<file path="config.mk">
export PLATFORM = sky130hd
export DESIGN_NAME = pll_mode_sequencer_flat
export DESIGN_NICKNAME = d
export VERILOG_FILES = /design/src/rtl/pll_mode_pkg.sv /design/src/rtl/pll_mode_sequencer_if.sv /design/src/rtl/sync_bit.sv /design/src/rtl/pll_mode_sequencer.sv /design/src/flat_wrapper.sv
export SDC_FILE = /design/constraint.sdc
export NUM_CORES = 1
export LEC_CHECK = 0
export CELL_PAD_IN_SITES_DETAIL_PLACEMENT = 0
export CELL_PAD_IN_SITES_GLOBAL_PLACEMENT = 1
export CORE_UTILIZATION = 35
export DETAILED_ROUTE_END_ITERATION = 6
export PLACE_DENSITY_LB_ADDON = 0.1
export SYNTH_ARGS = -nofsm -noshare
export SYNTH_HDL_FRONTEND = slang
export SYNTH_SLANG_ARGS = --single-unit
export TNS_END_PERCENT = 50
</file>
<file path="constraint.sdc">
create_clock -name clk -period 3.23 [get_ports clk]
set_input_delay 0.323 -clock clk [delete_from_list [all_inputs] [get_ports clk]]
set_output_delay 0.323 -clock clk [all_outputs]
set_load 0.005 [all_outputs]
</file>
<file path="src/rtl/pll_mode_pkg.sv">
// -----------------------------------------------------------------------------
// pll_mode_pkg
// Shared definitions for the video PLL mode sequencer:
//   - sequencer state encoding
//   - divider code bundle (three raw 6-bit codes, exactly as the PLL takes them)
//   - the per-mode divider table and the power-on default mode
// -----------------------------------------------------------------------------
package pll_mode_pkg;

  localparam int unsigned MODE_W      = 2;  // width of mode_sel / mode_cur
  localparam int unsigned TABLE_MODES = 4;  // entries present in mode_codes()
  localparam int unsigned DIV_W       = 6;  // width of each PLL divider code

  localparam logic [MODE_W-1:0] DEFAULT_MODE_IDX = '0;

  typedef enum logic [2:0] {
    ST_READY,
    ST_QUIESCE,
    ST_APPLY,
    ST_HOLD,
    ST_WAIT_LOCK,
    ST_FAULT
  } seq_state_e;

  typedef struct packed {
    logic [DIV_W-1:0] fbdsel;
    logic [DIV_W-1:0] idsel;
    logic [DIV_W-1:0] odsel;
  } div_codes_t;

  // Divider table. Codes are the raw register values the PLL consumes,
  // not divide ratios, so no encoding happens anywhere downstream.
  function automatic div_codes_t mode_codes(input logic [MODE_W-1:0] mode);
    div_codes_t codes;
    codes = '0;
    case (mode)
      2'd0: codes = '{fbdsel: 6'h12, idsel: 6'h01, odsel: 6'h08};
      2'd1: codes = '{fbdsel: 6'h1D, idsel: 6'h02, odsel: 6'h04};
      2'd2: codes = '{fbdsel: 6'h2A, idsel: 6'h03, odsel: 6'h02};
      2'd3: codes = '{fbdsel: 6'h35, idsel: 6'h05, odsel: 6'h01};
      default: codes = '0;
    endcase
    return codes;
  endfunction

endpackage

</file>
<file path="src/rtl/pll_mode_sequencer_if.sv">
// -----------------------------------------------------------------------------
// pll_mode_sequencer_if
// Mode-request port of the PLL mode sequencer.
//   mode_req  master->slave  single-cycle request to switch to mode_sel
//   mode_sel  master->slave  requested mode index
//   mode_cur  slave->master  mode currently applied to the PLL
//   busy      slave->master  sequence in progress; requests are dropped
//   fault     slave->master  lock was not achieved in time
// -----------------------------------------------------------------------------
interface pll_mode_sequencer_if;
  import pll_mode_pkg::*;

  logic              mode_req;
  logic [MODE_W-1:0] mode_sel;
  logic [MODE_W-1:0] mode_cur;
  logic              busy;
  logic              fault;

  modport master (
    output mode_req,
    output mode_sel,
    input  mode_cur,
    input  busy,
    input  fault
  );

  modport slave (
    input  mode_req,
    input  mode_sel,
    output mode_cur,
    output busy,
    output fault
  );

endinterface

</file>
<file path="src/rtl/sync_bit.sv">
// -----------------------------------------------------------------------------
// sync_bit
// Multi-flop synchroniser for a single asynchronous level.
//   clk  in  destination clock
//   rst  in  asynchronous active-high reset, chain clears to 0
//   d    in  asynchronous input
//   q    out synchronised copy of d, STAGES cycles of latency
// -----------------------------------------------------------------------------
module sync_bit #(
  parameter int unsigned STAGES = 2
) (
  input  logic clk,
  input  logic rst,
  input  logic d,
  output logic q
);

  logic [STAGES-1:0] sync_q;
  logic [STAGES-1:0] sync_d;

  // NOTE: every signal an always_comb block writes gets a value on every
  // path; otherwise synthesis infers a latch.
  always_comb begin
    sync_d = {sync_q[STAGES-2:0], d};
  end

  // NOTE: state registers use non-blocking assignment so all flops sample
  // their inputs from before the clock edge.
  always_ff @(posedge clk or posedge rst) begin
    if (rst) begin
      sync_q <= '0;
    end else begin
      sync_q <= sync_d;
    end
  end

  assign q = sync_q[STAGES-1];

endmodule

</file>
<file path="src/rtl/pll_mode_sequencer.sv">
// -----------------------------------------------------------------------------
// pll_mode_sequencer
// Drives the reconfigurable video PLL divider codes from a per-mode table and
// supervises PLL lock, holding the pixel-clock pipeline in reset whenever the
// pixel clock is changing or unlocked. Runs on the reference clock only.
//
// Ports
//   clk        in   reference clock
//   rst        in   asynchronous active-high reset
//   req_if     slave  mode_req/mode_sel in; mode_cur/busy/fault out
//   pll_lock   in   raw PLL lock, asynchronous to clk
//   fbdsel     out  PLL feedback divider code
//   idsel      out  PLL input divider code
//   odsel      out  PLL output divider code
//   video_rst  out  reset to the pixel-clock domain, low only in READY
//
// Sequence: READY -> QUIESCE (video held in reset) -> APPLY (dividers change)
// -> HOLD (lock ignored while the PLL relocks) -> WAIT_LOCK (lock must stay
// high SETTLE_CYCLES in a row) -> READY, or FAULT on timeout.
// All outputs come straight from flops.
// -----------------------------------------------------------------------------
module pll_mode_sequencer
  import pll_mode_pkg::*;
#(
  parameter int unsigned       N_MODES        = 4,        // must not exceed TABLE_MODES
  parameter logic [MODE_W-1:0] DEFAULT_MODE   = DEFAULT_MODE_IDX,
  parameter int unsigned       SYNC_STAGES    = 2,
  parameter int unsigned       QUIESCE_CYCLES = 16,
  parameter int unsigned       HOLD_CYCLES    = 64,
  parameter int unsigned       SETTLE_CYCLES  = 1024,
  parameter int unsigned       LOCK_TIMEOUT   = 1048576
) (
  input  logic                 clk,
  input  logic                 rst,
  pll_mode_sequencer_if.slave  req_if,
  input  logic                 pll_lock,
  output logic [DIV_W-1:0]     fbdsel,
  output logic [DIV_W-1:0]     idsel,
  output logic [DIV_W-1:0]     odsel,
  output logic                 video_rst
);

  // QUIESCE and HOLD never overlap, so they share one phase counter.
  localparam int unsigned PHASE_MAX = (QUIESCE_CYCLES > HOLD_CYCLES) ? QUIESCE_CYCLES
                                                                     : HOLD_CYCLES;
  localparam int unsigned PHASE_W   = $clog2(PHASE_MAX + 1);
  localparam int unsigned SETTLE_W  = $clog2(SETTLE_CYCLES + 1);
  localparam int unsigned TIMEOUT_W = $clog2(LOCK_TIMEOUT + 1);

  localparam logic [PHASE_W-1:0]   PHASE_SAT    = PHASE_W'(PHASE_MAX);
  localparam logic [PHASE_W-1:0]   QUIESCE_LAST = PHASE_W'(QUIESCE_CYCLES - 1);
  localparam logic [PHASE_W-1:0]   HOLD_LAST    = PHASE_W'(HOLD_CYCLES - 1);
  localparam logic [SETTLE_W-1:0]  SETTLE_SAT   = SETTLE_W'(SETTLE_CYCLES);
  localparam logic [SETTLE_W-1:0]  SETTLE_LAST  = SETTLE_W'(SETTLE_CYCLES - 1);
  localparam logic [TIMEOUT_W-1:0] TIMEOUT_SAT  = TIMEOUT_W'(LOCK_TIMEOUT);
  localparam logic [TIMEOUT_W-1:0] TIMEOUT_LAST = TIMEOUT_W'(LOCK_TIMEOUT - 1);

  seq_state_e           state_q,     state_d;
  logic [PHASE_W-1:0]   phase_q,     phase_d;
  logic [SETTLE_W-1:0]  settle_q,    settle_d;
  logic [TIMEOUT_W-1:0] timeout_q,   timeout_d;
  logic [MODE_W-1:0]    target_q,    target_d;
  logic [MODE_W-1:0]    mode_cur_q,  mode_cur_d;
  div_codes_t           div_q,       div_d;
  logic                 busy_q,      busy_d;
  logic                 video_rst_q, video_rst_d;
  logic                 fault_q,     fault_d;

  logic lock_s;
  logic mode_in_range;

  sync_bit #(
    .STAGES (SYNC_STAGES)
  ) u_lock_sync (
    .clk (clk),
    .rst (rst),
    .d   (pll_lock),
    .q   (lock_s)
  );

  // With a full table every encodable index is valid, so no compare is built.
  if (N_MODES >= (1 << MODE_W)) begin : g_full_table
    assign mode_in_range = 1'b1;
  end else begin : g_partial_table
    assign mode_in_range = (req_if.mode_sel < MODE_W'(N_MODES));
  end

  // ---------------------------------------------------------------------------
  // Next-state, counters and registered outputs
  // ---------------------------------------------------------------------------
  always_comb begin
    state_d    = state_q;
    target_d   = target_q;
    mode_cur_d = mode_cur_q;
    div_d      = div_q;

    unique case (state_q)
      ST_READY: begin
        // A valid request wins over a simultaneous lock loss: the switch
        // sequence re-qualifies lock in WAIT_LOCK anyway.
        if (req_if.mode_req && mode_in_range && (req_if.mode_sel != mode_cur_q)) begin
          target_d = req_if.mode_sel;
          state_d  = ST_QUIESCE;
        end else if (!lock_s) begin
          state_d = ST_WAIT_LOCK;
        end
      end
      ST_QUIESCE: begin
        if (phase_q == QUIESCE_LAST) begin
          state_d = ST_APPLY;
        end
      end
      ST_APPLY: begin
        div_d      = mode_codes(target_q);
        mode_cur_d = target_q;
        state_d    = ST_HOLD;
      end
      ST_HOLD: begin
        // lock_s is deliberately not looked at: the PLL drops lock while
        // it re-acquires after a divider change.
        if (phase_q == HOLD_LAST) begin
          state_d = ST_WAIT_LOCK;
        end
      end
      ST_WAIT_LOCK: begin
        // Settle is tested first so it wins a tie with the timeout.
        if (lock_s && (settle_q == SETTLE_LAST)) begin
          state_d = ST_READY;
        end else if (timeout_q == TIMEOUT_LAST) begin
          state_d = ST_FAULT;
        end
      end
      ST_FAULT: begin
        // Re-requesting the current mode is the recovery path, so no
        // mode_sel != mode_cur filter here.
        if (req_if.mode_req && mode_in_range) begin
          target_d = req_if.mode_sel;
          state_d  = ST_QUIESCE;
        end
      end
      default: begin
        state_d = ST_HOLD;
      end
    endcase

    // Counters restart from zero on every state entry, and only run in the
    // states that use them.
    phase_d   = '0;
    settle_d  = '0;
    timeout_d = '0;
    if (state_d == state_q) begin
      if ((state_q == ST_QUIESCE) || (state_q == ST_HOLD)) begin
        phase_d = (phase_q == PHASE_SAT) ? phase_q : phase_q + PHASE_W'(1);
      end
      if (state_q == ST_WAIT_LOCK) begin
        if (lock_s) begin
          settle_d = (settle_q == SETTLE_SAT) ? settle_q : settle_q + SETTLE_W'(1);
        end
        timeout_d = (timeout_q == TIMEOUT_SAT) ? timeout_q : timeout_q + TIMEOUT_W'(1);
      end
    end

    // Outputs are decoded from the next state so they switch on the same
    // edge as the state register.
    busy_d      = (state_d != ST_READY) && (state_d != ST_FAULT);
    video_rst_d = (state_d != ST_READY);
    fault_d     = (state_d == ST_FAULT);
  end

  always_ff @(posedge clk or posedge rst) begin
    if (rst) begin
      state_q     <= ST_HOLD;
      phase_q     <= '0;
      settle_q    <= '0;
      timeout_q   <= '0;
      target_q    <= DEFAULT_MODE;
      mode_cur_q  <= DEFAULT_MODE;
      div_q       <= mode_codes(DEFAULT_MODE);
      busy_q      <= 1'b1;
      video_rst_q <= 1'b1;
      fault_q     <= 1'b0;
    end else begin
      state_q     <= state_d;
      phase_q     <= phase_d;
      settle_q    <= settle_d;
      timeout_q   <= timeout_d;
      target_q    <= target_d;
      mode_cur_q  <= mode_cur_d;
      div_q       <= div_d;
      busy_q      <= busy_d;
      video_rst_q <= video_rst_d;
      fault_q     <= fault_d;
    end
  end

  assign fbdsel          = div_q.fbdsel;
  assign idsel           = div_q.idsel;
  assign odsel           = div_q.odsel;
  assign video_rst       = video_rst_q;
  assign req_if.mode_cur = mode_cur_q;
  assign req_if.busy     = busy_q;
  assign req_if.fault    = fault_q;

endmodule

</file>
<file path="src/flat_wrapper.sv">
// flat-port wrapper written by rule: the top's interface ports become plain ports
module pll_mode_sequencer_flat import pll_mode_pkg::*;
#(
  parameter int unsigned       N_MODES        = 4,                                      
  parameter logic [MODE_W-1:0] DEFAULT_MODE   = DEFAULT_MODE_IDX,
  parameter int unsigned       SYNC_STAGES    = 2,
  parameter int unsigned       QUIESCE_CYCLES = 16,
  parameter int unsigned       HOLD_CYCLES    = 64,
  parameter int unsigned       SETTLE_CYCLES  = 1024,
  parameter int unsigned       LOCK_TIMEOUT   = 1048576
)
  (clk, rst, pll_lock, fbdsel, idsel, odsel, video_rst, req_if_mode_req, req_if_mode_sel, req_if_mode_cur, req_if_busy, req_if_fault);
  pll_mode_sequencer_if req_if_i ();
  input  logic clk;
  input  logic rst;
  input  logic pll_lock;
  output logic [DIV_W-1:0] fbdsel;
  output logic [DIV_W-1:0] idsel;
  output logic [DIV_W-1:0] odsel;
  output logic video_rst;
  input wire logic [$bits(req_if_i.mode_req)-1:0] req_if_mode_req;
  input wire logic [$bits(req_if_i.mode_sel)-1:0] req_if_mode_sel;
  output wire logic [$bits(req_if_i.mode_cur)-1:0] req_if_mode_cur;
  output wire logic [$bits(req_if_i.busy)-1:0] req_if_busy;
  output wire logic [$bits(req_if_i.fault)-1:0] req_if_fault;
  assign req_if_i.mode_req = req_if_mode_req;
  assign req_if_i.mode_sel = req_if_mode_sel;
  assign req_if_mode_cur = req_if_i.mode_cur;
  assign req_if_busy = req_if_i.busy;
  assign req_if_fault = req_if_i.fault;
  pll_mode_sequencer #(.N_MODES(N_MODES), .DEFAULT_MODE(DEFAULT_MODE), .SYNC_STAGES(SYNC_STAGES), .QUIESCE_CYCLES(QUIESCE_CYCLES), .HOLD_CYCLES(HOLD_CYCLES), .SETTLE_CYCLES(SETTLE_CYCLES), .LOCK_TIMEOUT(LOCK_TIMEOUT)) u_core (.clk(clk), .rst(rst), .req_if(req_if_i), .pll_lock(pll_lock), .fbdsel(fbdsel), .idsel(idsel), .odsel(odsel), .video_rst(video_rst));
endmodule
</file>
* After elaboration in Yosys (flattened, before gate mapping)
Index checks and enable logic that the tools add are counted.
** Storage, ports and cells
- Register bits after elaboration :: 69
- Input port bits :: 6
- Output and inout port bits :: 23
- Logic and storage cells :: 71
** Operators by class
- Add/subtract/negate cells :: 3
- Eq/ne operators :: 24
- Muxes and demuxes :: 22
- Reduce and logical (&&, ||, !) cells :: 9
** Operators with widths (count)
- $pmux W18 S4 :: 1
- $mux W21 :: 3
- $mux W11 :: 4
- $add A21 B1 Y21 const B :: 1
- $eq A21 B20 Y1 const B :: 1
- $eq A21 B21 Y1 const B :: 1
- $mux W3 :: 7
- $mux W7 :: 3
- $pmux W3 S5 :: 1
- $add A11 B1 Y11 const B :: 1
- $eq A11 B10 Y1 const B :: 1
- $eq A11 B11 Y1 const B :: 1
- $eq A3 B3 Y1 const B :: 3
- $ne A3 B3 Y1 const B :: 3
- $add A7 B1 Y7 const B :: 1
- $eq A7 B4 Y1 const B :: 1
- $eq A7 B6 Y1 const B :: 1
- $eq A7 B7 Y1 const B :: 1
- $eq A3 B2 Y1 const B :: 2
- $eq A2 B2 Y1 const B :: 2
- $mux W2 :: 2
- $ne A4 B4 Y1 const B :: 1
- $pmux W2 S2 :: 1
- $eq A3 B1 Y1 const B :: 1
- other kinds (12) :: 14

* Logic depth before layout (Yosys ltp)
Gate-level depths: netlist (run 1).
- Depth in word-level cells :: 6
- Gate-level depth with buffers :: 7

* By module
A second synthesis (run 1) with hierarchy kept.
** Unflattened totals
- Cell total of the unflattened synthesis :: 317
- Area total of the unflattened synthesis :: 3158.0 um^2
** Modules (own cells, without submodules)
- pll_mode_sequencer :: times used 1, cells each 314, area an instance 3104.2 um^2
- sync_bit :: times used 1, cells each 3, area an instance 53.8 um^2

* Least setup slack after synthesis (run 1)
No wires, ideal clock.
- Kind :: reg2reg
- Start :: reg u_core.settle_q[0]
- End :: reg u_core.busy_q, in the netlist u_core.req_if.busy
- Library setup time :: 0.082 ns
- Arrival :: 1.670 ns
- Data required time :: 3.148 ns
- Path slack :: 1.477 ns
- Cell stages (with the launch flop) :: 7
- Period minus slack after synthesis :: 1.753 ns
- Cell sequence :: dfrtp_1 > ha_1 > nand2_1 > nor4_2 > or2_2 > a2bb2oi_2 > mux2_4
** Between the ends
- Word-level cells in the longest chain between the ends :: 6
- Elaborated cells on any way between the ends :: 7
- Classes of those cells :: eq/ne (2); mux (2); reduce/logical (3)
** Ends and longest elaborated chain
- start, declared :: line pll_mode_sequencer.sv:60 : logic [SETTLE_W-1:0] settle_q, settle_d;
- start signal, assigned :: line pll_mode_sequencer.sv:185 : settle_q <= settle_d;
- $eq A11 B10 Y1 * :: line pll_mode_sequencer.sv:127 : if (lock_s && (settle_q == SETTLE_LAST)) begin
- $logic_and A1 B1 Y1 * :: line pll_mode_sequencer.sv:127
- $mux W3 * :: line pll_mode_sequencer.sv:127
- $pmux W3 S5 * :: line pll_mode_sequencer.sv:97 : unique case (state_q)
- $ne A3 B3 Y1 / $reduce_bool A3 Y1 (equally long branches) :: line pll_mode_sequencer.sv:165 : busy_d = (state_d != ST_READY) && (state_d != ST_FAULT);
- $logic_and A1 B1 Y1 * :: line pll_mode_sequencer.sv:165
- via u_core.busy_d :: line pll_mode_sequencer.sv:65 : logic busy_q, busy_d;
- end signal, assigned :: line pll_mode_sequencer.sv:190 : busy_q <= busy_d;
- end, declared :: line pll_mode_sequencer.sv:65
Mark *: on every way through the listed nets, which the timed path passes. The rest lies on a longest branch.
A chain may end at the register's enable or synchronous reset.

* Final worst setup path (run 1)
- Start :: reg u_core.timeout_q[1]
- End :: reg u_core.timeout_q[1]
** Between the ends
- Word-level cells in the longest chain between the ends :: 6
- Elaborated cells on any way between the ends :: 11
- Classes of those cells :: add/sub (1); eq/ne (4); mux (6)
** Ends and longest elaborated chain
- start, declared :: line pll_mode_sequencer.sv:61 : logic [TIMEOUT_W-1:0] timeout_q, timeout_d;
- start signal, assigned :: line pll_mode_sequencer.sv:186 : timeout_q <= timeout_d;
- $eq A21 B20 Y1 :: line pll_mode_sequencer.sv:129 : end else if (timeout_q == TIMEOUT_LAST) begin
- $mux W3 :: line pll_mode_sequencer.sv:129
- $mux W3 :: line pll_mode_sequencer.sv:127
- $pmux W3 S5 :: line pll_mode_sequencer.sv:97
- $eq A3 B3 Y1 :: line pll_mode_sequencer.sv:151 : if (state_d == state_q) begin
- $ne A3 B3 Y1 (no line) / $mux W21 (equally long branches)
Several ways; a longest one is shown, not always the timed one. The select of a mux whose other input is x is not followed.

==> metrics.md, run 1 <==
| Metric | Value |
|---|---|
| Layout cells sized above 1 | 0.1246 |
| Sequential area share after synthesis | 0.4898 |
| EDFF count, synth | 0 |
| Vias in the first global route | approximately 2200 |
| Fin area | roughly 0.0037 mm² |
| Fmax | ~450 MHz |
| Worst r2r src | u_core.timeout_q[1] |
| Startpoint type of the worst setup path | flip-flop |
| All-layer global routing usage | 0.1444 |
| Synth top area share | 0.4228 |
| Power density over the cells | 596.4 mW/mm² |
| Syn Std Cell Area | about 0.0031 mm² |
| Crit path from | u_core.timeout_q[1] |
| Post-Syn Instances | approximately 310 |
| Initial DRC count | 33 |
| Port-buffer cells | 23 |
| Crit path DAT | ~2.4 ns |
| Slew Limit Fails | 0 |
| P&R area growth vs syn | 17.43% |
| Max cap viols | 0 |
| Post-CTS setup buffers | 0 |
| Half-perimeter wire length after detailed placement | 4.209 mm |
| Site Rows | 34 |
| Routability Congestion | ~0.75 |
| DRC Markers | 0 |
| Final setup TNS | 0 ns |
| Crit-path max FO | 20 |
| Outcome | finished, final reports clean |
| Longest Clk Path Bufs | 2 |
| Worst Slack Setup Final | about 1 ns |
| Initial Util | 0.3614 |
| Leakage Power | roughly 1.6 nW |
| Initial antenna violation count | 0 |
| ANT nets after route | 0 |
| Hold WC Path Type | flip-flop to flip-flop |
| Yosys cell types | 43 |
| RSZ-0062 raised after global routing | no |
| # H-tree levels | 3 |
| # setup viols final | 0 |
| Maximum vdd ir drop | ~300 µV |
| Post-synth top cells | 53 x dfrtp_1, 53 x nor2_1, 26 x nand2_1, 21 x nand3_1, 21 x xor2_1 |
| DP Worst Slack | just under 1 ns |
| CTS Buf Count | 9 |
| Die H | 96.67 µm |
| Io pins | 29 |
| Kind of critical path | flip-flop to flip-flop |
| Hold path startpoint | u_core.u_lock_sync.sync_q[0] |
| Die ar. | 0.009345 mm² |
| Fin. Hold Viols | 0 |
| First-pass GRT wire length | about 11 mm |
| Synth Flop Type | dfrtp_1 |
| Clock transition at path regs | approximately 0.060 ns |
| FILL cells | 872 |
| Placed Area | roughly 0.0034 mm² |
| Largest net degree at the start of global routing | 35 |
| Resized Gates After CTS | 0 |
| Total number of vias | approximately 2200 |
| Worst slew pin tran | approximately 0.9 ns |
| Leading area contributor after synthesis | dfrtp_1 |
| Total power | 2.197 mW |
| GRT overflow | 0 |
| Worst setup EP type | flip-flop |
| Tcrit/Tclk final | 0.6838 |
| Drt pass-1 iters | 4 |
| Clock Skews | ~0.0091 ns |
| Inserted Diodes | 0 |
| YS warnings | 0 |
| Data required, critical path | approximately 3.4 ns |
| Via-to-Cell Ratio | a little under 5 |
| Clk sinks | 61 |
| Fin Hold WS | ~0.35 ns |
| Worst-Skew Late Latency | between 0.3 and 0.4 ns |
| Root Buffer | clkbuf_8 |
| Die Wd | approximately 97 µm |
| Slew margin rel. | 0.3878 |
| Final wirelength | between 6 and 7 mm |
| Mean Syn Cell Area | around 10 µm² |
| Ranking of synthesized cells by area | dfrtp_1 42%, dfstp_2 6.7%, nor2_1 6.3%, xor2_1 5.9%, ha_1 4.8% |
| Ys async rst share | 1.000 |
| Std-Cell Core Area | 0.008678 mm² |
| Seq cells post-synth | 61 |
| Minimum clock period after layout | between 2 and 2.5 ns |
| Routed len/inst | 13.43 µm |
| Hold buffers post-CTS | 0 |
| Fin nets | 358 |
| CTS tree | done |
-- cell families after synthesis --
logic type,after synthesis,synth area share
multiplexers,9,0.03311
XOR/XNOR,35,0.09773
adder cells (fa/ha/maj),12,0.04786
buffers and inverters,29,0.04627
AND/OR/NAND/NOR,142,0.2353
other,1,0.001196
AO/OA/AOI/OAI,25,0.04867
flip-flops,61,0.4898
-- metal layers --
metal	track usage	wire, µm
met5	0	0
met3	0.04624	201
met4	0.06200	112
met2	0.2232	2817
met1	0.1855	2951
-- final cells by class --
type,count,area [µm²],share of cell area
multi-input cells,228,1470,0.3991
flip-flops and latches,61,1536,0.4171
repair buffers,25,245.2,0.06658
well taps,108,135.1,0.03668
inverters,15,56.30,0.01529
clock inverters,4,95.09,0.02582
clock buffers,12,145.1,0.03940
-- registers in the layout, indices dropped and copies added, names as in the netlist --
| register | count |
|---|---|
| u_core.timeout_q | 21 |
| u_core.state_q | 3 |
| u_core.req_if.fault | 1 |
| u_core.target_q | 2 |
| u_core.idsel | 1 |
| u_core.odsel | 4 |
| u_core.phase_q | 7 |
| u_core.req_if.busy | 1 |
| u_core.req_if.mode_cur | 2 |
| u_core.u_lock_sync.sync_q | 2 |
| u_core.settle_q | 11 |
| u_core.video_rst | 1 |
| u_core.fbdsel | 5 |
-- power by group --
group | internal (mW) | switching, mW | total [mW] | leakage, nW
combinational | 0.216 | 0.170 | 0.386 | 0.635
sequential | 0.875 | 0.105 | 0.981 | 0.803
clock | 0.533 | 0.297 | 0.830 | 0.121
total | 1.62 | 0.572 | 2.20 | 1.56
-- worst max-delay path, stage by stage (launching register included) --
cell and delay [ns]:
dfrtp_1 0.45, ha_1 0.29, nand4_1 0.17, nor3_4 0.31
nand3_2 0.15, nand2_1 0.55, nor2_1 0.13
-- cell usage in the layout, fill, tap and decap left out, drive strengths merged, types with 6 or more instances in the layout --
master and instances:
xnor2 14, o21ai 12, dfstp 8, inv 15, a21oi 6, mux2 8, clkbuf 12, xor2 21
ha 12, clkdlybuf4s50 23, nor2 53, nand2 26, dfrtp 53, nand3 24, nand4 10
-- per-stage QoR --
stage               std cells    util
floorplan                 318       -
global placement          437  0.3968
detailed placement        437  0.3968
CTS                       453  0.4245
global route              453  0.4245
finish                    453  0.4245
-- worst paths after layout --
path,endpoint,slack [ns],depth (start not counted)
min,u_core.u_lock_sync.sync_q[1],0.35,0
max,u_core.timeout_q[1],1.02,6
min reg2reg,u_core.u_lock_sync.sync_q[1],0.35,0
max reg2reg,u_core.timeout_q[1],1.02,6
min in group asynchronous,u_core.fbdsel[5],0.41,2
max in group asynchronous,u_core.state_q[0],2.05,3
Note: power is estimated with default switching activity, not from simulation.
==> run 2, diff against run 1 <==
==> constraint.sdc (replaced) <==
create_clock -name clk -period 2.1 [get_ports clk]
set_input_delay 0.21 -clock clk [delete_from_list [all_inputs] [get_ports clk]]
set_output_delay 0.21 -clock clk [all_outputs]
set_load 0.005 [all_outputs]
==> run 2 against run 1 <==
Against the previous run: combinational power increased by 58%; utilization increased by 0.84 points; clock power is 42% higher; clock skew increased by 0.0014 ns; global-route usage increased by 0.10 points; wire length decreased by 0.89%; critical endpoint is now u_core.req_if.busy; design area up 2.0%; count of clock-buffer cells in the layout unchanged; non-clock buffer count is 6 higher.
==> metrics.md, run 2 (synthesized netlist as in run 1, its figures left out) <==
| Metric | Value |
|---|---|
| Crit path DAT | about 2.2 ns |
| Worst setup EP type | flip-flop |
| Io pins | 29 |
| First-pass GRT wire length | 10.90 mm |
| Initial antenna violation count | 0 |
| Total number of vias | 2200 |
| Clock Skews | 0.01046 ns |
| P&R area growth vs syn | 19.74% |
| RSZ-0062 raised after global routing | no |
| Final setup TNS | 0 ns |
| Via-to-Cell Ratio | approximately 4.8 |
| Initial DRC count | 64 |
| Half-perimeter wire length after detailed placement | slightly above 4 mm |
| Minimum clock period after layout | about 1.9 ns |
| Placed Area | approximately 0.0035 mm² |
| Fin area | 0.003756 mm² |
| Die ar. | between 0.009 and 0.01 mm² |
| Outcome | finished, final reports clean |
| Hold buffers post-CTS | 0 |
| CTS Buf Count | 9 |
| Vias in the first global route | around 2300 |
| Slew Limit Fails | 0 |
| Site Rows | 34 |
| Worst-Skew Late Latency | 0.34 ns |
| Largest registers | u_core.timeout_q: 21 flops, u_core.settle_q: 11 flops, u_core.phase_q: 7 flops |
| Largest Register | u_core.timeout_q |
| Die Wd | roughly 97 µm |
| Crit-path max FO | 6 |
| Max cap viols | 0 |
| FILL cells | approximately 870 |
| GRT overflow | 0 |
| CTS tree | done |
| Kind of critical path | flip-flop to flip-flop |
| Crit path from | u_core.settle_q[0] |
| Worst r2r src | u_core.settle_q[0] |
| Routability Congestion | between 0.7 and 0.8 |
| Clock transition at path regs | roughly 0.07 ns |
| DRC Markers | 0 |
| Final wirelength | about 6.0 mm |
| Data required, critical path | between 2 and 2.5 ns |
| Max reg flops | 21 |
| Multi-input gate area | roughly 0.0015 mm² |
| Largest net degree at the start of global routing | a little over 60 |
| # setup viols final | 0 |
| Tcrit/Tclk final | 0.9058 |
| Power density over the cells | a little under 900 mW/mm² |
| ANT nets after route | 0 |
| Fin nets | approximately 360 |
| Drt pass-1 iters | 4 |
| Clk sinks | 61 |
| Inserted Diodes | 0 |
| Most frequent cells in the layout | 53 x nor2_1, 53 x dfrtp_1, 26 x nand2_1 |
| Maximum vdd ir drop | approximately 510 µV |
| Leakage Power | ~1.6 nW |
| Startpoint type of the worst setup path | flip-flop |
| Root Buffer | clkbuf_8 |
| All-layer global routing usage | 0.1455 |
| Port-buffer cells | 23 |
| Fin. Hold Viols | 0 |
| Initial Util | 0.3614 |
| Routed len/inst | about 13 µm |
| Hold WC Path Type | input pin to asynchronous set/reset pin |
| Die H | around 97 µm |
| # H-tree levels | 3 |
| Layout cells sized above 1 | 0.1425 |
| Reg area | roughly 0.0015 mm² |
| Fmax | approximately 530 MHz |
| Std-Cell Core Area | ~0.0087 mm² |
| Reg2Reg Depth | 6 |
| Longest Clk Path Bufs | 2 |
-- run 2: changes by cell type in the layout (fill, tap and decap cells not counted) --
cell	change
nor4b_2	-1
clkbuf_1	-1
nor4_4	+1
buf_4	+4
clkbuf_8	+1
buf_12	+2
clkinv_2	+1
nor4_2	-1
nor4b_4	+1
bufinv_16	-1
-- run 2: area by class of cell --
| type | instances | area share |
|---|---|---|
| sequential | 61 | 0.4091 |
| multi-input combinational | 228 | 0.3961 |
| tap | 108 | 0.03598 |
| clock inverter | 4 | 0.01865 |
| timing repair buffer | 31 | 0.08394 |
| inverter | 15 | 0.01499 |
| clock buffer | 12 | 0.04131 |
-- run 2: metal layers --
layer | part of all wire | routed length, µm | track usage | up-vias
met4 | 0.016 | 99 | 0.05511 | 0
li1 | - | - | - | 1113
met3 | 0.033 | 200 | 0.04191 | 9
met2 | 0.47 | 2824 | 0.2367 | 34
met1 | 0.48 | 2904 | 0.1827 | 1044
met5 | 0 | 0 | 0 | -
-- run 2: final timing paths --
path | end | slack [ns]
worst max-delay path | u_core.req_if.busy | 0.20
worst min register to register | u_core.u_lock_sync.sync_q[1] | 0.35
min in group clk | u_core.u_lock_sync.sync_q[0] | 0.32
max in group asynchronous | u_core.video_rst | 1.53
worst min-delay path | u_core.u_lock_sync.sync_q[1] | 0.25
worst max register to register | u_core.req_if.busy | 0.20
-- run 2: repair_timing --
action / in CTS / in global routing
hold endpoints to repair: 0 / 0
resized for setup: 0 / 2
endpoints found under the setup margin: 0 / 1
setup buffers: 0 / 0
-- run 2: where the power goes --
part           leakage [nW]  total [mW]  switching [mW]  internal, mW
combinational         0.691       0.611           0.269         0.342
sequential            0.803        1.51           0.164          1.35
clock                 0.116        1.18           0.452         0.730
total                  1.61        3.30           0.885          2.42
-- run 2: critical path, cell delays in order, from the launching register on --
cell,delay [ns]
dfrtp_1,0.43
ha_1,0.25
nand2_1,0.11
nor4_4,0.30
or2_2,0.20
a2bb2oi_2,0.22
mux2_4,0.32
-- run 2: metrics by stage --
stage | hold slack, ns | total power [mW] | util | worst slack (ns) | instances
after CTS | 0.2514 | 3.352 | 0.4308 | 0.1420 | 459
after detailed placement | 0.3378 | 2.140 | 0.4048 | 0.1604 | 443
after global placement | 0.3325 | 2.139 | 0.4048 | 0.2160 | 443
after global routing | 0.2913 | 3.511 | 0.4328 | 0.02339 | 459
after floorplan | 0.2414 | 1.884 | - | 0.3472 | 318
final | 0.2543 | 3.303 | 0.4328 | 0.1978 | 459
==> run 3, diff against run 2 <==
--- a/config.mk
+++ b/config.mk
@@ -5,6 +5,7 @@
 export SDC_FILE = /design/constraint.sdc
 export NUM_CORES = 1
 export LEC_CHECK = 0
+export ABC_AREA = 1
 export CELL_PAD_IN_SITES_DETAIL_PLACEMENT = 0
 export CELL_PAD_IN_SITES_GLOBAL_PLACEMENT = 1
 export CORE_UTILIZATION = 35
==> run 3 against run 2 <==
Against the previous run: clock skew decreased by 0.0017 ns; hold slack lost 0.049 ns; count of clock-buffer cells in the layout unchanged; design area increased by 5.6%; wire length increased by 14%; critical path type unchanged; largest cell class is now multi-input combinational cells.
==> metrics.md, run 3 <==
| Metric | Value |
|---|---|
| Routability Congestion | approximately 0.77 |
| Fmax | 548.2 MHz |
| Net Switching | approximately 1 mW |
| Io pins | 29 |
| Final setup TNS | 0 ns |
| Crit path from | u_core.settle_q[0] |
| Sequential power share | 0.430 |
| Seq cells post-synth | between 60 and 70 |
| Mean Syn Cell Area | 8.026 µm² |
| Yosys cell types | 34 |
| Resized Gates After CTS | 0 |
| Ranking of synthesized cells by area | dfrtp_1 39%, nand2_1 11%, dfstp_2 6.2%, nor2_1 6.0%, inv_1 5.2% |
| Startpoint type of the worst setup path | flip-flop |
| Clock Skews | slightly below 0.009 ns |
| DP Worst Slack | about 0.27 ns |
| Slowest-stage cell, CP | dfrtp_1 |
| Placed Area | 0.003740 mm² |
| Most common cell after layout, fill and taps aside | nand2_1 |
| Leading area contributor after synthesis | dfrtp_1 |
| EDFF count, synth | 0 |
| Count leader, synth | nand2_1 |
| Initial DRC count | between 100 and 150 |
| Comb pwr share | 0.235 |
| Synth Flop Type | dfrtp_1 |
| FILL cells | 956 |
| Layout cells sized above 1 | 0.1278 |
| Die Wd | 100.4 µm |
| CTS Buf Count | 9 |
| Sequential area share after synthesis | 0.4536 |
| Post-Syn Instances | ~420 |
| Largest registers | u_core.timeout_q: 21 flops, u_core.settle_q: 11 flops, u_core.phase_q: 7 flops |
| # setup viols final | 0 |
| Max reg flops | 21 |
| Pint | 2.504 mW |
| Clk sinks | a little over 60 |
| Fin Hold WS | 0.2054 ns |
| Max cap viols | 0 |
| Largest Register | u_core.timeout_q |
| Worst setup EP type | flip-flop |
| Synth top area share | 0.3916 |
| # H-tree levels | 3 |
| Capturing point of the worst reg2reg path | u_core.timeout_q[18] |
| Crit-path max FO | 28 |
| Port-buffer cells | 23 |
| Tcrit/Tclk final | 0.8686 |
| Metal-1 WL | 3.408 mm |
| CP Buf/Inv Count | 1 |
| Inserted Diodes | 0 |
| Fin nets | 467 |
| Site Rows | 35 |
| Multi-input gate area | between 0.0015 and 0.002 mm² |
| DRC Markers | 0 |
| Root Buffer | clkbuf_8 |
| Clock power share | 0.335 |
| Metal3 WL | 256 µm |
| Initial Util | 0.3631 |
| Power density over the cells | 889.6 mW/mm² |
| Slew Limit Fails | 0 |
| Crit path DAT | slightly above 2 ns |
| Max layer used | met4 |
| Hold WC Path Type | input pin to asynchronous set/reset pin |
| Slowest cell delay on critical path | 0.42 ns |
| Switching Share | 0.2902 |
| All-layer global routing usage | 0.1527 |
| Final Util | 0.4251 |
| Longest Clk Path Bufs | 2 |
| Fin area | roughly 0.004 mm² |
| P&R area growth vs syn | 17.07% |
| Routed len/inst | roughly 12 µm |
| Largest net degree at the start of global routing | 33 |
| Fin. Hold Viols | 0 |
| Leakage Power | between 1.5 and 2 nW |
| Total number of vias | about 2600 |
| Data required, critical path | about 2.3 ns |
| Drt pass-1 iters | 6 |
| Vias in the first global route | around 2500 |
| Post-CTS setup buffers | 0 |
| Half-perimeter wire length after detailed placement | between 5 and 6 mm |
| Flop2flop setup slack | 0.28 ns |
| First-pass GRT wire length | between 10 and 15 mm |
| Top Family by Delay on Critical Path | simple AND/OR/NAND/NOR gates |
| Worst-Skew Late Latency | 0.33 ns |
| Critical Path Sink | u_core.timeout_q[18] |
| CP Depth | 9 |
| Die H | 100.4 µm |
| YS warnings | 0 |
| Wire length on met2 | approximately 3.1 mm |
| Via-to-Cell Ratio | roughly 4.5 |
| Minimum clock period after layout | roughly 1.8 ns |
| CTS tree | done |
| Kind of critical path | flip-flop to flip-flop |
| Worst r2r src | u_core.settle_q[0] |
| Reg2Reg Depth | 9 |
| Post-synth top cells | 101 x nand2_1, 54 x nor2_1, 53 x dfrtp_1, 47 x inv_1, 26 x nand3_1 |
| Worst path cell trace | ha_1 > nand2_1 > nor2_2 > nand3_1 > nor2_2 > nor2_4 > o21ai_4 > buf_12 > nor2_1 |
| RSZ-0062 raised after global routing | no |
| Std-Cell Core Area | 0.009328 mm² |
| Die ar. | just over 0.01 mm² |
| Syn Std Cell Area | about 0.0034 mm² |
| ANT nets after route | 0 |
| Cell mode on critical path | nor2_2 |
| Maximum vdd ir drop | between 300 and 400 µV |
| Worst Slack Setup Final | ~0.28 ns |
| Final wirelength | between 6 and 7 mm |
| Ys async rst share | 1.000 |
| Clock transition at path regs | approximately 0.07 ns |
| Hold buffers post-CTS | 0 |
| Reg area | roughly 0.0015 mm² |
| GRT overflow | 0 |
| Initial antenna violation count | 0 |
| Outcome | finished, final reports clean |
| Most frequent cells in the layout | 101 x nand2_1, 54 x nor2_1, 53 x dfrtp_1 |
==> run 3: cell count changes in the layout (fill, tap and decap cells not counted), sizes merged, moves of 3 or more <==
cell   delta
and3      -5
and4      -3
buf       -3
inv      +34
mux2      -8
nand2    +79
nor2     +19
nor3      +8
nor4      -4
nor4b     -5
o21ai     +7
xnor2     -9
xor2      -5
==> run 3: stage by stage <==
stage                     instances  power [mW]
final                           583       3.527
after detailed placement        567       2.379
after global placement          567       2.367
after floorplan                 426       2.051
after global routing            583       3.793
after CTS                       583       3.587
==> run 3: cells by family (layout without fill, tap and decap cells) <==
family | Yosys count | in the layout | synth area share
AOI/OAI and AO/OA | 30 | 30 | 0.05099
xor gates and xnor gates | 21 | 21 | 0.05430
adders and majority gates | 12 | 12 | 0.04433
buffers and inverters | 65 | 93 | 0.08866
DFF | 61 | 61 | 0.4536
other | 1 | 5 | 0.001107
and+or+nand+nor | 232 | 232 | 0.3070
==> run 3: cell type report <==
type                            instances  area share
Inverter                               49     0.04639
Clock inverter                          4     0.01767
Clock buffer                           12     0.03913
Tap cell                              129     0.04071
Timing Repair Buffer                   28     0.07384
Multi-Input combinational cell        300      0.3948
Sequential cell                        61      0.3875
==> run 3: power by group through the flow <==
stage	registers [mW]	clock network [mW]	logic (mW)
global route	1.54	1.29	0.961
detailed placement	1.54	0	0.843
global placement	1.53	0	0.836
floorplan	1.52	0	0.534
finish	1.52	1.18	0.828
CTS	1.52	1.22	0.847
==> run 3: worst min-delay path by stage <==
stage / from / depth (start not counted) / endpoint / slack (ns)
after floorplan: pll_lock / 0 / u_core.u_lock_sync.sync_q[0] / 0.24
after global placement: u_core.u_lock_sync.sync_q[0] / 0 / u_core.u_lock_sync.sync_q[1] / 0.35
after detailed placement: u_core.u_lock_sync.sync_q[0] / 0 / u_core.u_lock_sync.sync_q[1] / 0.35
after CTS: rst / 2 / u_core.target_q[1] / 0.21
after global routing: rst / 2 / u_core.u_lock_sync.sync_q[0] / 0.24
final: rst / 2 / u_core.u_lock_sync.sync_q[0] / 0.21
==> run 3: metal layers <==
| metal | track usage | vias up |
|---|---|---|
| li1 | - | 1363 |
| met1 | 0.2052 | 1235 |
| met2 | 0.2376 | 43 |
| met3 | 0.04039 | 7 |
| met4 | 0.05351 | 0 |
| met5 | 0 | - |
==> run 3: worst reg2reg max path, stage by stage (launching register included) <==
cell and delay (ns):
dfrtp_1 0.42, ha_1 0.18, nand2_1 0.09, nor2_2 0.18, nand3_1 0.17, nor2_2 0.19
nor2_4 0.07, o21ai_4 0.10, buf_12 0.23, nor2_1 0.08
